--- src/rtl/branch_predictor_pkg.sv ---
// Shared encodings and helpers for the branch direction predictor.
// Every 2-bit counter in the table is stepped by sat_step.
package branch_predictor_pkg;

  localparam logic [1:0] BP_SNT = 2'b00;
  localparam logic [1:0] BP_WNT = 2'b01;
  localparam logic [1:0] BP_WT  = 2'b10;
  localparam logic [1:0] BP_ST  = 2'b11;

  // One training step: move toward the resolved direction, clamped at the strong states.
  function automatic logic [1:0] sat_step(input logic [1:0] s, input logic up);
    logic [1:0] n;
    n = s;
    if (up && (s != BP_ST))
      n = s + 2'd1;
    else if (!up && (s != BP_SNT))
      n = s - 2'd1;
    return n;
  endfunction

endpackage

--- src/rtl/sat_counter2.sv ---
// A 2-bit saturating up/down counter, which is one entry of the direction table.
// The count steps only when en is high, and a synchronous reset loads RESET_VAL.
module sat_counter2
  import branch_predictor_pkg::*;
#(
  parameter logic [1:0] RESET_VAL = BP_WNT
) (
  input  logic       clk,
  input  logic       rst,
  input  logic       en,
  input  logic       up,
  output logic [1:0] state
);

  always_ff @(posedge clk) begin
    if (rst)
      state <= RESET_VAL;
    else if (en)
      state <= sat_step(state, up);
  end

endmodule

--- src/rtl/branch_predictor.sv ---
// Bimodal or gshare direction predictor built from flop-based 2-bit counters.
// The predictor trains on the outcome of each branch after it resolves, and it counts branches and mispredicts.
module branch_predictor
  import branch_predictor_pkg::*;
#(
  parameter int         ENTRIES    = 32,
  parameter int         HIST_BITS  = 0,
  parameter logic [1:0] INIT_STATE = BP_WNT
) (
  input  logic                                   clk,
  input  logic                                   rst,
  input  logic [31:0]                            lk_pc,
  input  logic                                   lk_valid,
  output logic                                   lk_taken,
  input  logic                                   upd_valid,
  input  logic [31:0]                            upd_pc,
  input  logic                                   upd_pred,
  input  logic                                   upd_suc,
  output logic [((HIST_BITS > 0) ? HIST_BITS : 1)-1:0] ghr,
  output logic [31:0]                            br_count,
  output logic [31:0]                            mispred_count
);

  localparam int IW = $clog2(ENTRIES);
  localparam int GW = (HIST_BITS > 0) ? HIST_BITS : 1;

  logic [GW-1:0] ghr_q;
  logic [GW:0]   ghr_shift;
  logic [IW-1:0] hist_x;
  logic [IW-1:0] lk_idx;
  logic [IW-1:0] upd_idx;
  logic          act;
  logic [1:0]    ctr [ENTRIES];
  logic          unused_pc_bits;

  assign act = upd_suc ? upd_pred : ~upd_pred;

  // History is folded into the low index bits. In bimodal mode it stays zero.
  always_comb begin
    hist_x = '0;
    if (HIST_BITS > 0)
      hist_x[GW-1:0] = ghr_q;
  end

  assign lk_idx  = lk_pc[IW+1:2]  ^ hist_x;
  assign upd_idx = upd_pc[IW+1:2] ^ hist_x;

  assign unused_pc_bits = ^{lk_pc[31:IW+2], lk_pc[1:0], upd_pc[31:IW+2], upd_pc[1:0]};

  for (genvar i = 0; i < ENTRIES; i++) begin : g_ctr
    sat_counter2 #(.RESET_VAL(INIT_STATE)) u_ctr (
      .clk   (clk),
      .rst   (rst),
      .en    (upd_valid && (upd_idx == IW'(i))),
      .up    (act),
      .state (ctr[i])
    );
  end

  // A lookup reads the counter as it was before any update in the same cycle.
  assign lk_taken = lk_valid & ctr[lk_idx][1];

  assign ghr_shift = {ghr_q, act};

  always_ff @(posedge clk) begin
    if (rst) begin
      ghr_q         <= '0;
      br_count      <= '0;
      mispred_count <= '0;
    end else if (upd_valid) begin
      if (HIST_BITS > 0)
        ghr_q <= ghr_shift[GW-1:0];
      br_count <= br_count + 32'd1;
      if (!upd_suc)
        mispred_count <= mispred_count + 32'd1;
    end
  end

  assign ghr = ghr_q;

endmodule

--- config.mk ---
export PLATFORM = sky130hd
export DESIGN_NAME = branch_predictor
export DESIGN_NICKNAME = d
export VERILOG_FILES = /design/src/rtl/branch_predictor_pkg.sv /design/src/rtl/sat_counter2.sv /design/src/rtl/branch_predictor.sv
export SDC_FILE = /design/constraint.sdc
export NUM_CORES = 1
export LEC_CHECK = 0
export ABC_AREA = 1
export BUFFER_PORTS_ARGS = -buffer_cell sky130_fd_sc_hd__buf_2
export CAP_MARGIN = 20
export CORE_ASPECT_RATIO = 2
export CORE_UTILIZATION = 36
export DETAILED_ROUTE_END_ITERATION = 8
export GPL_ROUTABILITY_DRIVEN = 0
export PLACE_DENSITY = 0.64
export REMOVE_ABC_BUFFERS = 1
export SLEW_MARGIN = 20
export SYNTH_ARGS = -nofsm -noshare
export SYNTH_HDL_FRONTEND = slang
export SYNTH_SLANG_ARGS = --single-unit
--- constraint.sdc ---
create_clock -name clk -period 2.4 [get_ports clk]
set_clock_uncertainty 0.2 [all_clocks]
set_input_delay 0.24 -clock clk [delete_from_list [all_inputs] [get_ports clk]]
set_output_delay 0.24 -clock clk [all_outputs]
set_load 0.02 [all_outputs]
[Word-level counts from Yosys, hierarchy flattened]
Cells that the tools add are included.
Storage, ports and cells
  output and inout port bits: 66
  bits in registers: 128
Cells by class
  multiplexer cells: 68
  equality and inequality tests: 63
  bitwise operators: 4
  order comparisons: 1
  reduce and logical (&&, ||, !) cells: 195
  $add $sub $neg: 66
Operators by type and width (count)
  $mux W2: 66
  $reduce_bool A2 Y1: 64
  $logic_and A1 B1 Y1: 96
  $eq A5 B5 Y1 const B: 16
  $reduce_and A2 Y1: 33
  $add A2 B1 Y2 const B: 32
  $add A32 B1 Y32 const B: 2
  $ne A2 B2 Y1 const B: 32
  $sub A2 B1 Y2 const B: 32
  $eq A5 B4 Y1 const B: 8
  $eq A5 B3 Y1 const B: 4
  $bmux W2 S5: 1
  $eq A5 B2 Y1 const B: 2
  $ge A6 B6 Y1 const B: 1
  $not A5 Y6: 1
  $eq A5 B1 Y1 const B: 1
  $logic_not A5 Y1: 1
  $not A1 Y1: 2
  $and A1 B1 Y1: 1
  $logic_not A1 Y1: 1
  $mux W1: 1

[Logic depth before layout (Yosys ltp)]
Gate-level depths: netlist of the first run.
  word-level depth: 6
  gate-level depth with buffers: 11
  mapped depth without buffers: 10

[By module]
A second synthesis of the first run with hierarchy kept.
Second synthesis, totals
  cells, all modules: 1254
  area total of the unflattened synthesis: 7374.6 µm²
Modules (own cells, without submodules)
  branch_predictor: sequential area each 1281.2 µm², area each 4091.4 µm², cells each 678, times used 1
  sat_counter2: sequential area each 40.0 µm², area each 102.6 µm², cells each 18, times used 32

[Worst setup path before layout of the first run]
OpenSTA, ideal clock, no wires.
  path type: reg-to-reg
  start: reg br_count[0]
  end: reg br_count[14]
  path buffers: 0
  cell stages (with the launch flop): 9
  slack: 527 ps
  required time: 2072 ps
  library setup time: 128 ps
  arrival time: 1545 ps
  cell sequence: dfxtp_1 -> ha_1 -> nand3_1 -> nor2_2 -> nand3_1 -> nor2_2 -> nand3_1 -> nand2_1 -> nor2_1
On the way
  longest elaborated chain between the ends: 1
Ends and longest elaborated chain
  start: declaration: RTL line branch_predictor.sv:20  | output logic [31:0] br_count,
  start signal: assignment: RTL line branch_predictor.sv:73  | br_count <= br_count + 32'd1;
  $add A32 B1 Y32: RTL line branch_predictor.sv:73
Every way passes these cells.
A chain may end at the register's enable or synchronous reset.

[Worst setup path in the final report of the first run]
  start: reg g_ctr[13].u_ctr.state[1]
  end: out lk_taken
On the way
  longest elaborated chain between the ends: 4
Ends and longest elaborated chain
  start: declaration: RTL line sat_counter2.sv:12  | output logic [1:0] state
  start signal: assignment: RTL line sat_counter2.sv:19  | state <= sat_step(state, up);
  $bmux W2 S5: RTL line branch_predictor.sv:61  | assign lk_taken = lk_valid & ctr[lk_idx][1];
  $mux W2 (not written as such) (2 in series): RTL line branch_predictor.sv:61
  $and A1 B1 Y1: RTL line branch_predictor.sv:61
  end: declaration: RTL line branch_predictor.sv:14  | output logic lk_taken,
Every way passes these cells. The select of a mux whose other input is x is not followed.

==> flow_summary.toml, run 1 <==
[critical_path]
cp.arrival_ns = 1.63
worstPathRequired_ns = 1.96
start_kind = "flop"
cp-end-kind = "output pin"
crit_fanout = 5
critPathKind = "reg -> out"

[clock_tree]
clkSinkCount = 128
cts.reportedPaths.clkPinSlew_ns = 0.06
cts_root_buf = "clkbuf_16"
cts-resized-gates = 0
htree_levels = 4
clockBufferDepth = 2
clk_latency_ns = 0.43
tritoncts = "done"
cts_buffers = 17

[sta]
fmax_ghz = 0.483
slew_viol_final = 0
whs_ns = 0.105
hold_viol_final = 0
period_minus_slack_ns = 2.07
finalSetupTns_ns = 0
rsz0062_at_grt = "no"
setup_viol = 0
fin_crit_sh = 0.863

[logic_synthesis]
synth-seq-cells = 128
synth_edf_count = 0
synth_cells = 1042
netlist_area_sq_um = 6890
ys_top_cells_by_area = "dfxtp_1, nand2_1, nor2_1"
ys_seq_area_frac = 0.372
synth_flop_cell = "dfxtp_1"
ys.warnings.count = 0
postSynthAreaPerCell_sq_um = 6.61
ys_top_cells_by_count = "nand2_1, nor2_1, dfxtp_1, inv_1, a21oi_1"
synth-async-reset-ratio = 0
yosysTopAreaCellShare = 0.372
yosysMostFrequentCell = "nand2_1"
ys_types = 38
yosysTopAreaCell = "dfxtp_1"

[global_route]
grt_pass1_vias = 6759
antenna_found_initial = 0
grt_pass1_wl_microns = 31700
overflow = 0
globalRouteTotalUtil = 0.205
grt_start_max_net_pins = 85

[outcome]
status = "completed"

[power]
power.density_nw_per_um2 = 626
power_mw = 5.12
total_leakage_power_nw = 3.27
ir_worst_vdd_v = 0.000471

[place]
dp_hpwl_microns = 13900
post_dp_cell_area_sq_um = 7540
io_buffers = 80

[worst_hold_path]
hold_class = "in -> reg"

[die]
initial_core_util = 0.367
rows = 71
die_area_sq_um = 19700
die_h_microns = 198
core_area_sq_um = 18700
die_x_microns = 99.8
ios = 136

[drt]
route.detailed.drc = 0
first_iter_violations = 184
drtPass1Iterations = 5
num_vias = 7033
ant_nets = 0
viasPerCell = 5.06
wl_per_cell_microns = 13.6
wirelength_microns = 18900

[finish]
final_cell_area_sq_um = 8180
area_growth_pct = 18.7
final_net_count = 1194
fin_util = 0.436
insertedDiodeCount = 0
drive_gt1_frac = 0.136

[job]
maxCapViolCount = 0
per-layer routing:
layer	vias up	routed length (microns)	global-route usage
met3	62	694	0.0393
met5	-	0	0
met4	0	985	0.129
met1	3221	7140	0.206
li1	3593	-	-
met2	157	10100	0.380
worst max-delay path, cell delays in order, from the launching register on:
cell	delay (ns)
dfxtp_1	0.41
nand2_1	0.12
nand3_1	0.12
nand3_1	0.09
nand2_1	0.07
nand2_1	0.05
nand2_1	0.05
nor2_1	0.04
nor2_1	0.09
buf_2	0.16
power breakdown:
group / switching (mW) / internal (mW)
Clock: 0.973 / 1.70
Combinational: 0.201 / 0.0833
Sequential: 0.0181 / 2.14
cell usage in the layout, fill, tap and decap left out, types with 3 or more instances in the layout:
| cell | Yosys | layout |
|---|---|---|
| a21oi_1 | 100 | 100 |
| buf_2 | 14 | 80 |
| buf_4 | 5 | 7 |
| bufinv_16 | 0 | 3 |
| clkbuf_16 | 0 | 17 |
| clkbuf_8 | 0 | 3 |
| clkinv_2 | 0 | 6 |
| dfxtp_1 | 128 | 128 |
| dlygate4sd3_1 | 0 | 3 |
| inv_1 | 127 | 127 |
| inv_2 | 5 | 5 |
| nand2_1 | 220 | 220 |
| nand2_2 | 4 | 4 |
| nand3_1 | 66 | 66 |
| nand4_1 | 18 | 18 |
| nor2_1 | 151 | 151 |
| nor2_2 | 9 | 9 |
| nor2_4 | 8 | 8 |
| nor3_1 | 18 | 18 |
| nor3b_1 | 4 | 4 |
| o211ai_1 | 33 | 33 |
| o21a_1 | 4 | 4 |
| o21ai_0 | 66 | 66 |
| o21bai_1 | 3 | 3 |
| o31ai_1 | 24 | 24 |
| xor2_1 | 5 | 5 |
state kept, by name, indices dropped and copies added (netlist names):
register and cells:
g_ctr.u_ctr.state 64, br_count 32, mispred_count 32
timing repair:
item,CTS,global route
setup buffers,0,0
hold buffers,3,0
endpoints found under the hold margin,4,0
metrics by stage:
step | std cells | setup slack, ns
2_1_floorplan | 1011 | 0.461
3_3_place_gp | 1355 | 0.441
3_5_place_dp | 1355 | 0.462
4_1_cts | 1390 | 0.294
5_1_grt | 1390 | 0.189
6_report | 1390 | 0.330
worst paths after layout:
path / cells past startpoint / to / startpoint / slack (ns)
max: 9 / lk_taken / g_ctr[13].u_ctr.state[1] / 0.33
min: 3 / mispred_count[31] / rst / 0.10
max reg2reg: 8 / br_count[14] / br_count[1] / 0.49
min reg2reg: 1 / g_ctr[23].u_ctr.state[0] / g_ctr[23].u_ctr.state[0] / 0.29
kinds of logic (layout without fill, tap and decap cells):
logic type                 Yosys count  count (layout)  share of synthesized area
xor gates and xnor gates             7               7                    0.00890
and+or+nand+nor                    507             507                      0.325
adders and majority gates            2               2                    0.00363
DFF                                128             128                      0.372
AOI/OAI and AO/OA                  234             234                      0.195
other                                1               1                   0.000544
buffers and inverters              163             256                     0.0952
final cells by class:
type / instances / area (sq um)
timing repair buffer: 92 / 523
fill: 2016 / 10600
multi-input combinational: 751 / 3670
sequential: 128 / 2560
inverter: 132 / 495
tap: 255 / 319
clock inverter: 11 / 136
clock buffer: 21 / 470
Note: power is estimated with default switching activity, not from simulation.
==> run 2, diff against run 1 <==
- BUFFER_PORTS_ARGS: -buffer_cell sky130_fd_sc_hd__buf_2 -> -buffer_cell sky130_fd_sc_hd__buf_4
==> run 2 against run 1 <==
Compared with the run above:
- combinational power is 4% higher
- core utilization up 0.65 points
- clock-buffer cell count grew 2
- clock power down 11%
- die area did not move
- cell count fell by 0.29%
- sequential power about the same
- routed wire length decreased by 0.58%
- fmax rose by 1.7%
- non-clock buffer count fell by 2
- critical endpoint unchanged
- worst setup slack better by 0.034 ns
- global-route usage down 0.49 points
==> flow_summary.toml, run 2 (synthesis results as in run 1) <==
[global_route]
overflow = 0
antenna_found_initial = 0
grt_pass1_wl_microns = 30900
grt_start_max_net_pins = 79
grt_pass1_vias = 6658
globalRouteTotalUtil = 0.200

[job]
maxCapViolCount = 0

[place]
dp.cells = 1353
io_buffers = 80
dp_slack_ns = 0.469
dp_hpwl_microns = 13800

[critical_path]
worstSetupEndpoint = "lk_taken"
crit_start = "g_ctr[4].u_ctr.state[1]"
cp-end-kind = "output pin"
cp.arrival_ns = 1.60
cp_slowest_cell = "dfxtp_1"
slowest_delay_ns = 0.37
path_cells = "inv_1, o21ai_0, nand3_1, a21oi_1, nor2_1, nor2_1, buf_4"
path_depth = 7
r2r_cells = 8
ff2ff_setup_slack_ns = 0.43
crit_buf_inv = 2
worstPathRequired_ns = 1.96
worstReg2RegStart = "br_count[1]"
worst_path_most_repeated_cell = "nor2_1"
cp_top_family = "flip-flops"
r2r-end = "br_count[14]"
critPathKind = "reg -> out"
start_kind = "flop"
crit_fanout = 4

[die]
die_x_microns = 99.8
rows = 71
ios = 136
initial_core_util = 0.367
die_h_microns = 198
core_area_sq_um = 18700
die_area_sq_um = 19700

[finish]
largest_reg_flops = 64
regMostFlops = "g_ctr.u_ctr.state"
multi_input_area_sq_um = 3670
insertedDiodeCount = 0
fin_cells = 1386
final_net_count = 1192
final_cell_mix = "nand2_1, nor2_1, dfxtp_1, inv_1, a21oi_1"
final_common_cell = "nand2_1"
top_regs = "g_ctr.u_ctr.state x64, br_count x32, mispred_count x32"
regArea_sq_um = 2560
drive_gt1_frac = 0.130
area_growth_pct = 20.5
fillers = 1974

[sta]
worstMarginPinSlew_ns = 0.538
worst_slack_ns = 0.364
setup_viol = 0
period_minus_slack_ns = 2.04
finalSetupTns_ns = 0
fin_crit_sh = 0.848
fmax_ghz = 0.491
rsz0062_at_grt = "no"
whs_ns = 0.0928
hold_viol_final = 0
slew_viol_final = 0
relSlewSlack = 0.642

[power]
total_leakage_power_nw = 3.23
power.density_nw_per_um2 = 585
ir_worst_vdd_v = 0.000369

[clock_tree]
clkSinkCount = 128
cts_buffers = 17
clk_latency_ns = 0.43
cts.reportedPaths.clkPinSlew_ns = 0.06
htree_levels = 4
tritoncts = "done"
clockBufferDepth = 2
cts_root_buf = "clkbuf_16"

[drt]
wirelength_microns = 18800
ant_nets = 0
first_iter_violations = 227
route.detailed.drc = 0
viasPerCell = 5.07
wl_per_cell_microns = 13.5
drtPass1Iterations = 4
num_vias = 7022

[outcome]
status = "completed"

[worst_hold_path]
hold_class = "in -> reg"
-- run 2: final cells by class --
| class | count | share of cell area |
|---|---|---|
| clock buffers | 23 | 0.0564 |
| clock inverters | 7 | 0.00754 |
| inverters | 132 | 0.0597 |
| multi-input cells | 751 | 0.442 |
| flip-flops and latches | 128 | 0.309 |
| well taps | 255 | 0.0384 |
| repair buffers | 90 | 0.0869 |
-- run 2: power by group --
part	leakage, nW	total (mW)	switching [mW]	internal, mW
clock network	0.262	2.39	0.938	1.45
logic	1.93	0.296	0.200	0.0958
registers	1.03	2.16	0.0184	2.14
total	3.23	4.85	1.16	3.69
-- run 2: stage by stage --
| step | utilization | area, sq um | power, mW |
|---|---|---|---|
| after floorplan | - | 6730 | 2.36 |
| after global placement | 0.413 | 7740 | 2.50 |
| after detailed placement | 0.413 | 7740 | 2.50 |
| after CTS | 0.443 | 8300 | 4.92 |
| after global routing | 0.443 | 8300 | 5.03 |
| final | 0.443 | 8300 | 4.85 |
-- run 2: how the worst min path moves through the flow --
| stage | from | cells after the start | to | slack [ns] |
|---|---|---|---|---|
| 2_1_floorplan | rst | 1 | g_ctr[0].u_ctr.state[1] | 0.11 |
| 3_3_place_gp | g_ctr[29].u_ctr.state[0] | 1 | g_ctr[29].u_ctr.state[0] | 0.27 |
| 3_5_place_dp | g_ctr[4].u_ctr.state[0] | 1 | g_ctr[4].u_ctr.state[0] | 0.28 |
| 4_1_cts | upd_pc[2] | 6 | g_ctr[6].u_ctr.state[1] | 0.07 |
| 5_1_grt | upd_pc[2] | 6 | g_ctr[6].u_ctr.state[1] | 0.13 |
| 6_report | upd_pc[2] | 6 | g_ctr[6].u_ctr.state[1] | 0.09 |
-- run 2: worst reg2reg max path, cell delays in order, from the launching register on --
cell and delay, ns:
dfxtp_1 0.41, ha_1 0.23, nand3_1 0.20, nor2_2 0.22, nand3_1 0.15, nor2_2 0.22, nand3_1 0.10, nand2_1 0.08
nor2_1 0.04
-- run 2: metal layers --
| metal | global-route usage | wire length [microns] | vias up |
|---|---|---|---|
| met5 | 0 | 0 | - |
| li1 | - | - | 3582 |
| met3 | 0.0382 | 644 | 63 |
| met2 | 0.371 | 9890 | 158 |
| met1 | 0.195 | 7150 | 3219 |
| met4 | 0.142 | 1090 | 0 |
-- run 2: timing repair --
action / CTS / global route
hold buffers: 3 / 0
hold endpoints to repair: 5 / 0
resized for setup: 0 / 0
buffers inserted: 0 / 0
==> run 3, diff against run 2 <==
- PLACE_DENSITY: 0.64 -> 0.66
- clock period: 2.4 -> 1.7 ns (I/O delays scaled with it)
==> run 3 against run 2 <==
Compared with the run above:
- core utilization up 5.7 points
- worst setup slack worse by 0.52 ns
- cell count up 5.8%
- clock-buffer cell count up 3
- the run now ends with negative hold slack, negative setup slack left
- global-route usage up 1.2 points
- combinational power rose by 67%
- largest power group unchanged
- largest cell class unchanged
- register-to-register slack worse by 0.36 ns
- sequential power rose by 40%
- final area is 13% higher
==> flow_summary.toml, run 3 (synthesis results as in run 1) <==
[outcome]
status = "complete, but fails checks"
violations = "negative hold slack, negative setup slack"

[finish]
fillers = 1885
final_common_cell = "nand2_1"
final_net_count = 1270
insertedDiodeCount = 0
area_growth_pct = 36.0
drive_gt1_frac = 0.273
final_cell_area_sq_um = 9370
top_regs = "g_ctr.u_ctr.state x64, br_count x32, mispred_count x32"
regMostFlops = "g_ctr.u_ctr.state"
final_cell_mix = "nand2_1, buf_4, nor2_1, inv_1, a21oi_1"
fin_cells = 1466
largest_reg_flops = 64

[global_route]
grt_pass1_wl_microns = 32700
grt_pass1_vias = 7091
globalRouteTotalUtil = 0.212
grt_start_max_net_pins = 60
overflow = 0
antenna_found_initial = 0

[clock_tree]
tritoncts = "done"
cts_root_buf = "clkbuf_16"
clkSinkCount = 128
ctsHoldBuffers = 7
htree_levels = 4
clk_latency_ns = 0.43
clockBufferDepth = 2
cts_buffers = 17
cts.reportedPaths.clkPinSlew_ns = 0.05

[critical_path]
crit_start = "g_ctr[2].u_ctr.state[1]"
ff2ff_setup_slack_ns = 0.07
crit_fanout = 5
worstPathRequired_ns = 1.33
path_cells = "nand2_2, nand3_1, nand3_1, a21oi_2, nor2_1, nor2_1, buf_4"
cp-end-kind = "output pin"
critPathKind = "reg -> out"
worstReg2RegStart = "br_count[0]"
start_kind = "flop"
r2r_cells = 8
r2r-end = "br_count[31]"
cp_slowest_cell = "dfxtp_2"
cp.arrival_ns = 1.48
slowest_delay_ns = 0.36

[drt]
route.detailed.drc = 0
num_vias = 7398
wl_per_cell_microns = 13.9
wirelength_microns = 20300
drtPass1Iterations = 6
viasPerCell = 5.05
ant_nets = 0
first_iter_violations = 176

[power]
seqPwrFrac = 0.424
internal-power_mw = 5.45
total_leakage_power_nw = 3.75
power_mw = 7.13
ir_worst_vdd_v = 0.000653
p_comb_frac = 0.069
power.density_nw_per_um2 = 762
p_sw_frac = 0.236
switchingPower_mw = 1.69
pwr-share-clk = 0.506

[worst_hold_path]
hold_path_depth = 5
min_to = "mispred_count[2]"
hold_class = "in -> reg"
holdCritStartpoint = "upd_suc"

[sta]
fmax_ghz = 0.540
fin_crit_sh = 1.09
rsz0062_at_grt = "yes"
worst_slack_ns = -0.153
hold_viol_final = 4
period_minus_slack_ns = 1.85
whs_ns = -0.0690
setup_viol = 1
slew_viol_final = 0

[place]
dp_hpwl_microns = 14600
post_dp_cell_area_sq_um = 8190
dp_slack_ns = -0.0507
io_buffers = 80
dp.cells = 1411

[die]
die_x_microns = 99.8
die_h_microns = 198
die_area_sq_um = 19700
rows = 71
initial_core_util = 0.367
ios = 136
core_area_sq_um = 18700

[job]
maxCapViolCount = 0
-- run 3: critical path: cells and delay by family, from the launching register on --
kind	cells	cell delay [ns]
compound gates	1	0.15
flops	1	0.36
simple gates	5	0.41
buf+inv	1	0.14
-- run 3: worst max path at each step --
stage	cells after the start	to	slack (ns)
finish	7	lk_taken	-0.15
global route	7	lk_taken	-0.25
CTS	7	lk_taken	-0.15
detailed placement	8	br_count[24]	-0.05
global placement	9	br_count[25]	0.008
floorplan	8	g_ctr[15].u_ctr.state[0]	-0.17
-- run 3: metrics by stage --
| step | util | setup TNS (ns) |
|---|---|---|
| 2_1_floorplan | - | -5.98 |
| 3_3_place_gp | 0.437 | 0 |
| 3_5_place_dp | 0.437 | -0.116 |
| 4_1_cts | 0.482 | -0.248 |
| 5_1_grt | 0.500 | -0.353 |
| 6_report | 0.500 | -0.153 |
-- run 3: what timing repair did --
item / 4_1_cts / 5_1_grt
pin swaps: 14 / 25
gates resized for setup: 62 / 94
setup buffers: 10 / 7
endpoints found under the setup margin: 8 / 45
endpoints found under the hold margin: 6 / 1
-- run 3: power groups by stage --
stage,Clock (mW),Combinational [mW],Sequential [mW]
after floorplan,0,0.209,3.12
after global placement,0,0.449,3.11
after detailed placement,0,0.454,3.11
after CTS,3.68,0.480,3.03
after global routing,3.80,0.550,3.03
final,3.61,0.495,3.03
-- run 3: metal layers --
metal / wire [microns] / vias to the layer above / global-route usage / part of all wire
met5: 0 / - / 0 / 0
met4: 1130 / 0 / 0.146 / 0.055
met3: 625 / 67 / 0.0421 / 0.031
met2: 11100 / 154 / 0.407 / 0.54
met1: 7520 / 3432 / 0.196 / 0.37
li1: - / 3745 / - / -
-- run 3: layout make-up --
cell class	count	area, sq um	share of cell area
timing repair buffer	168	1340	0.143
clock inverter	6	80.1	0.00855
sequential	128	2680	0.286
inverter	132	495	0.0529
tap	255	319	0.0341
multi-input combinational	751	3970	0.424
clock buffer	26	489	0.0522
